`config.mk`:
```
export PLATFORM = sky130hd
export DESIGN_NAME = operand_fetch
export DESIGN_NICKNAME = d
export VERILOG_FILES = /design/src/rtl/operand_fetch_pkg.sv /design/src/rtl/of_scoreboard.sv /design/src/rtl/operand_fetch.sv
export SDC_FILE = /design/constraint.sdc
export NUM_CORES = 1
export LEC_CHECK = 0
export CAP_MARGIN = 20
export CORE_MARGIN = 5
export CORE_UTILIZATION = 25
export CTS_CLUSTER_DIAMETER = 40
export DETAILED_ROUTE_END_ITERATION = 8
export DONT_BUFFER_PORTS = 1
export PLACE_DENSITY_LB_ADDON = 0.08
export SLEW_MARGIN = 10
export SYNTH_ARGS = -nofsm -noshare
export SYNTH_HDL_FRONTEND = slang
export SYNTH_SLANG_ARGS = --single-unit
```
`constraint.sdc`:
```
create_clock -name clk -period 6.66 [get_ports clk]
set_clock_uncertainty 0.15 [all_clocks]
set_input_delay 1.332 -clock clk [delete_from_list [all_inputs] [get_ports clk]]
set_output_delay 1.332 -clock clk [all_outputs]
set_load 0.1 [all_outputs]
```
`src/rtl/operand_fetch_pkg.sv`:
```
// Shared constants for the operand-fetch stage and its scoreboard.
package operand_fetch_pkg;
  localparam int DATA_W   = 32;
  localparam int ADDR_W   = 5;
  localparam int STALL_W  = 16;
  localparam int NUM_REGS = 1 << ADDR_W;

  // Architectural zero register: always reads 0, never pending, never written.
  localparam logic [ADDR_W-1:0] ZERO_REG = '0;
endpackage

```
`src/rtl/of_scoreboard.sv`:
```
// Pending-write scoreboard: one bit per register, set has priority over clear,
// and bit 0 is permanently clear.
module of_scoreboard
  import operand_fetch_pkg::*;
(
  input  logic                clk,
  input  logic                reset,
  input  logic                i_set,
  input  logic [ADDR_W-1:0]   i_set_addr,
  input  logic                i_clr,
  input  logic [ADDR_W-1:0]   i_clr_addr,
  output logic [NUM_REGS-1:0] o_pending
);

  logic [NUM_REGS-1:0] r_pending;

  // Per-register update; a new writer marking the same register as a retiring
  // writeback leaves it pending.
  always_ff @(posedge clk) begin
    if (!reset) begin
      r_pending <= '0;
    end else begin
      r_pending[0] <= 1'b0;
      for (int i = 1; i < NUM_REGS; i++) begin
        if (i_set && i_set_addr == ADDR_W'(i)) begin
          r_pending[i] <= 1'b1;
        end else if (i_clr && i_clr_addr == ADDR_W'(i)) begin
          r_pending[i] <= 1'b0;
        end
      end
    end
  end

  assign o_pending = r_pending;

endmodule

```
`src/rtl/operand_fetch.sv`:
```
// Operand-fetch stage: reads both register-file ports, bypasses same-cycle
// writeback, stalls on RAW/WAW hazards and registers operands for execute.
//
// Handshakes: a transfer happens on a rising edge where valid && ready are both
// high. in_ready never depends on in_valid; out_* hold stable while
// out_valid && !out_ready.
module operand_fetch
  import operand_fetch_pkg::*;
(
  input  logic               clk,
  input  logic               reset,
  input  logic               in_valid,
  output logic               in_ready,
  input  logic [ADDR_W-1:0]  in_rs,
  input  logic [ADDR_W-1:0]  in_rt,
  input  logic [ADDR_W-1:0]  in_rd,
  input  logic               in_we,
  output logic [ADDR_W-1:0]  rf_rdAddrA,
  output logic [ADDR_W-1:0]  rf_rdAddrB,
  input  logic [DATA_W-1:0]  rf_rdDataA,
  input  logic [DATA_W-1:0]  rf_rdDataB,
  input  logic               wb_valid,
  input  logic [ADDR_W-1:0]  wb_addr,
  input  logic [DATA_W-1:0]  wb_data,
  output logic               rf_write,
  output logic [ADDR_W-1:0]  rf_wrAddr,
  output logic [DATA_W-1:0]  rf_wrData,
  output logic               out_valid,
  input  logic               out_ready,
  output logic [DATA_W-1:0]  out_opA,
  output logic [DATA_W-1:0]  out_opB,
  output logic [ADDR_W-1:0]  out_rd,
  output logic               out_we,
  output logic [STALL_W-1:0] stall_cnt
);

  logic [NUM_REGS-1:0] w_pending;
  logic                w_byp_a, w_byp_b, w_byp_d;
  logic [DATA_W-1:0]   w_op_a, w_op_b;
  logic                w_src_a_rdy, w_src_b_rdy, w_dst_rdy;
  logic                w_hazard, w_slot_free, w_accept, w_set;

  logic                r_out_valid;
  logic [DATA_W-1:0]   r_out_op_a, r_out_op_b;
  logic [ADDR_W-1:0]   r_out_rd;
  logic                r_out_we;
  logic [STALL_W-1:0]  r_stall;

  assign rf_rdAddrA = in_rs;
  assign rf_rdAddrB = in_rt;

  assign rf_write  = wb_valid && (wb_addr != ZERO_REG);
  assign rf_wrAddr = wb_addr;
  assign rf_wrData = wb_data;

  // Operand select and hazard detection; a writeback arriving this cycle
  // releases its register immediately through the bypass.
  always_comb begin
    w_byp_a     = wb_valid && (wb_addr == in_rs);
    w_byp_b     = wb_valid && (wb_addr == in_rt);
    w_byp_d     = wb_valid && (wb_addr == in_rd);
    w_op_a      = (in_rs == ZERO_REG) ? '0 : (w_byp_a ? wb_data : rf_rdDataA);
    w_op_b      = (in_rt == ZERO_REG) ? '0 : (w_byp_b ? wb_data : rf_rdDataB);
    w_src_a_rdy = (in_rs == ZERO_REG) || !w_pending[in_rs] || w_byp_a;
    w_src_b_rdy = (in_rt == ZERO_REG) || !w_pending[in_rt] || w_byp_b;
    w_dst_rdy   = !in_we || (in_rd == ZERO_REG) || !w_pending[in_rd] || w_byp_d;
    w_hazard    = !(w_src_a_rdy && w_src_b_rdy && w_dst_rdy);
    w_slot_free = !r_out_valid || out_ready;
    in_ready    = reset && !w_hazard && w_slot_free;
    w_accept    = in_valid && in_ready;
    w_set       = w_accept && in_we && (in_rd != ZERO_REG);
  end

  of_scoreboard u_scoreboard (
    .clk        (clk),
    .reset      (reset),
    .i_set      (w_set),
    .i_set_addr (in_rd),
    .i_clr      (wb_valid),
    .i_clr_addr (wb_addr),
    .o_pending  (w_pending)
  );

  // Output register: load on accept, drop valid once execute takes it.
  always_ff @(posedge clk) begin
    if (!reset) begin
      r_out_valid <= 1'b0;
      r_out_op_a  <= '0;
      r_out_op_b  <= '0;
      r_out_rd    <= '0;
      r_out_we    <= 1'b0;
    end else if (w_accept) begin
      r_out_valid <= 1'b1;
      r_out_op_a  <= w_op_a;
      r_out_op_b  <= w_op_b;
      r_out_rd    <= in_rd;
      r_out_we    <= in_we;
    end else if (out_ready) begin
      r_out_valid <= 1'b0;
    end
  end

  // Saturating count of cycles an offered instruction was held off.
  always_ff @(posedge clk) begin
    if (!reset) begin
      r_stall <= '0;
    end else if (in_valid && !in_ready && (r_stall != '1)) begin
      r_stall <= r_stall + STALL_W'(1);
    end
  end

  assign out_valid = r_out_valid;
  assign out_opA   = r_out_op_a;
  assign out_opB   = r_out_op_b;
  assign out_rd    = r_out_rd;
  assign out_we    = r_out_we;
  assign stall_cnt = r_stall;

endmodule
```
## Word-level counts from Yosys, hierarchy flattened

Cells that the tools add are included.
Widths: inputs -> output; s select.

- Input bits: 122
- Logic and storage cells: 308
- Register bits after elaboration: 119

- Reductions and logical operators: 126
- Add/sub/neg operators: 1
- Multiplexer cells: 74
- Eq/ne operators: 66
- Magnitude comparators: 3

Operator list:

| kind | number |
|---|---|
| $eq 5x5->1 const B | 32 |
| $mux 32 | 4 |
| $eq 5x4->1 const B | 16 |
| $logic_and 1x1->1 | 75 |
| $mux 1 | 67 |
| $reduce_bool 2->1 | 32 |
| $eq 5x3->1 const B | 8 |
| $eq 5x2->1 const B | 4 |
| $lt 5x6->1 const B | 3 |
| $add 16x1->16 const B | 1 |
| $ne 16x16->1 const B | 1 |
| $bmux 1 s5 | 3 |
| $eq 5x5->1 | 3 |
| $logic_not 5->1 | 3 |
| $eq 5x1->1 const B | 2 |
| $reduce_bool 5->1 | 2 |
| $logic_or 1x1->1 | 8 |
| $logic_not 1->1 | 6 |

## Logic depth before layout (Yosys ltp)

- Depth in word-level cells: 14
- Mapped depth: 12

## Cells and area by module

From an unflattened synthesis, not the netlist that was laid out.

- Cell total of the unflattened synthesis: 774
- Area total of the unflattened synthesis: 7185.6 um^2

By module, submodules not included:

| module | cells each | area an instance (um^2) | times used |
|---|---|---|---|
| operand_fetch | 632 | 5785.5 | 1 |
| of_scoreboard | 142 | 1400.1 | 1 |

## Worst setup path before layout

Ideal clock, no wire load.

- Path type: input -> output
- Start: input port in_rd[1]
- End: output port in_ready
- Arrival: 3.173 ns
- Path buffers: 4
- Stages on the path: 10
- Slack: 2.005 ns
- Cell sequence: buf_2 > buf_2 > mux4_2 > nor2_1 > nor3_1 > o311ai_2 > o211ai_2 > inv_2 > buf_4 > buf_6

- Cells in the longest elaborated chain, start to end: 8

Ends and longest elaborated chain:

| item | line | source |
|---|---|---|
| start: declaration | operand_fetch.sv:16 | `input logic [ADDR_W-1:0] in_rd,` |
| $bmux 1 s5 | operand_fetch.sv:66 | `w_dst_rdy = !in_we \|\| (in_rd == ZERO_REG) \|\| !w_pending[in_rd] \|\| w_byp_d;` |
| $mux 1 (not written as such) | operand_fetch.sv:66 |  |
| $logic_not 1->1 | operand_fetch.sv:66 |  |
| $logic_or 1x1->1 | operand_fetch.sv:66 |  |
| $logic_or 1x1->1 * | operand_fetch.sv:66 |  |
| $logic_and 1x1->1 * | operand_fetch.sv:67 | `w_hazard = !(w_src_a_rdy && w_src_b_rdy && w_dst_rdy);` |
| $logic_and 1x1->1 * (2 in a row) | operand_fetch.sv:69 | `in_ready = reset && !w_hazard && w_slot_free;` |
| end: declaration | operand_fetch.sv:13 | `output logic in_ready,` |

Every way passes the cells marked *; elsewhere a longest branch is shown, timed or not. The select of a mux whose other input is x is not followed.

## Worst setup path after layout

Same ends and word-level chain as after synthesis.

==> results.toml <==
[yosys]
synth_flop_cell = "dfxtp_1"
synth.largest_area_cell = "dfxtp_1"
syn_inst = 749
async_flop_share_pct = 0
synth_top_area_share_pct = 34.94
ys_warn_count = 0
avgSynthCellArea_um2 = 9.026
synth_area_um2 = 6760
ys_seq_area_share_pct = 34.94
synth_most_common_cell = "dfxtp_1"
ys_seq_elements = 118
synthTopCellsByArea = "dfxtp_1 (35%), mux2i_1 (12%), o31ai_1 (8.9%)"
syn_nets = 872
synth_cell_types = 59
synth.top_cells.by_count = "dfxtp_1 (118), nand3_1 (94), o31ai_1 (80)"
synth_edf_count = 0

[sta]
period_minus_slack_ps = 4922
fin_crit_sh_pct = 73.90
setup_slack_ps = 1738
slew_violations = 0
setup_viol = 0
finalSetupTns_ps = 0
hold_viol_final = 0
worst_pin_slew_ps = 1107
slew_headroom_pct = 26.10
rsz0062_at_grt = "false"
fmax_mhz = 203.2

[cts]
cts_setup_buffers = 0
clock_path_buffers = 2
cts_root_buffer = "clkbuf_16"
post_cts_resized = 0
h-tree-depth = 4
hold_buffers = 0
cts_tree = "yes"
clk_pin_slew_ps = 60
cts.sinks = 118
clock_latency_ps = 400
numCtsBuffers = 17

[place]
dp_slack_ps = 1766
hpwlAfterDp_um = 18290
io_buffers = 0
gp_congestion = 0.9190

[setup_path]
crit_chain = "mux2_1 > a221oi_1 > nor3_1 > o311ai_2 > o211ai_2 > inv_2"
r2r_cells = 8
critPathMaxStageDelay_ps = 690
critPathSlowestCell = "inv_2"
cp-end-kind = "output pin"
cp_max_fo = 23
critPathLaunchType = "input pin"
arrival_ps = 3440
required_ps = 5180
crit_type = "input pin to output pin"

[floorplanning]
die_area_um2 = 30430
die_h_um = 174.4
core.rowCount = 60
start_util_pct = 25.22
io_pins = 258
die_x_um = 174.4
core_um2 = 26800

[global_route]
grt_pass1_wl_um = 36820
grt_overflow = 0
grt_max_degree = 121
grt_pass1_vias = 5536
grt_usage_pct = 15.80
antenna_found_initial = 0

[detailed_routing]
via_per_inst = 5.572
drt-pass1-iter-count = 4
wirelength_um = 25180
remaining_drc_errors = 0
detail_route.wl_per_cell_um = 24.78
ant_nets = 0
vias = 5661
drt_iter0_drc = 431

[outcome]
status = "finished clean"

[finish]
fillers = 2850
drive_gt1_share_pct = 11.11
syn_to_final_growth_pct = 7.181
final_nets = 785
diodes = 0

[min_path]
hold_class = "register to register"
hold_depth = 2

[power]
vdd_ir_drop_max_uv = 134.2
p_per_area_nw_per_um2 = 279.0
p_leak_nw = 2.234

[run]
maxCapViolCount = 0
-- power by group --
part / internal (mW) / switching, mW / leakage, nW
Combinational: 0.0495 / 0.101 / 0.988
Clock: 0.602 / 0.363 / 0.289
Sequential: 0.729 / 0.177 / 0.956
Total: 1.38 / 0.641 / 2.23
-- final timing paths --
kind                                  start                         to  slack [ps]
setup / recovery                   in_rd[1]                   in_ready        1740
setup reg to reg     out_valid$_SDFFE_PN0P_  stall_cnt[8]$_SDFFE_PN0P_        3130
hold reg to reg   stall_cnt[0]$_SDFFE_PN0P_  stall_cnt[0]$_SDFFE_PN0P_         340
hold / removal    stall_cnt[0]$_SDFFE_PN0P_  stall_cnt[0]$_SDFFE_PN0P_         340
-- cell families (layout without fill, tap and decap cells) --
kind of cell               count (synthesis)  in the layout  synth area share, %
AOI/OAI and AO/OA                        167            167                17.81
xor gates and xnor gates                  15             15                1.943
adders and majority gates                  1              1               0.1851
buffers and inverters                    132             58                10.61
DFF                                      118            118                34.94
muxes                                    101            101                18.38
and+or+nand+nor                          215            215                16.14
-- critical path: cells and delay by family --
family          cells  cell delay, ps
simple gates        1             100
compound gates      3            1010
buf+inv             1             690
mux                 1             300
-- layer usage --
metal,wire [um],part of all wire (%),track usage [%],vias up
met5,0,0,0,-
met4,453,1.8,4.619,0
met3,2182,8.7,4.980,30
met2,12360,49,26.53,262
met1,10190,40,19.45,2771
li1,-,-,-,2598
-- area by class of cell --
cell class / count / area, um2 / share of cell area (%)
multi-input cells: 499 / 3709 / 51.18
well taps: 341 / 426.7 / 5.888
inverters: 16 / 60.06 / 0.8289
repair buffers: 10 / 75.07 / 1.036
flip-flops and latches: 118 / 2362 / 32.60
clock buffers: 18 / 439.2 / 6.061
clock inverters: 14 / 173.9 / 2.400
-- metrics by stage --
stage / std cells / power (mW) / hold slack, ps / area [um2] / utilization [%]
floorplan: 749 / 1.190 / 312.5 / 6760 / -
global placement: 984 / 1.074 / 317.4 / 6633 / 24.75
detailed placement: 984 / 1.075 / 334.1 / 6633 / 24.75
CTS: 1016 / 2.056 / 342.2 / 7246 / 27.04
global route: 1016 / 2.106 / 404.4 / 7246 / 27.04
finish: 1016 / 2.022 / 338.8 / 7246 / 27.04
-- layout by cell type, fill, tap and decap left out, types with 10 or more instances in the layout --
master | synthesis | layout
clkbuf_16 | 0 | 17
a21oi_1 | 10 | 10
mux4_2 | 18 | 18
inv_1 | 15 | 15
mux2i_1 | 78 | 78
nand2_1 | 44 | 44
nor4_1 | 10 | 10
buf_4 | 49 | 10
dfxtp_1 | 118 | 118
o211ai_1 | 15 | 15
nand3_1 | 94 | 94
nor2_1 | 18 | 18
xor2_1 | 10 | 10
nand2b_1 | 10 | 10
o21ai_0 | 24 | 24
o31ai_1 | 80 | 80
-- flip-flops by register name (all words and copies together), names as in the netlist --
register,cells
stall_cnt,16
out_we,1
out_opA,32
u_scoreboard.o_pending,31
out_valid,1
out_opB,32
out_rd,5
No activity file was read; power rests on OpenSTA's default activity.
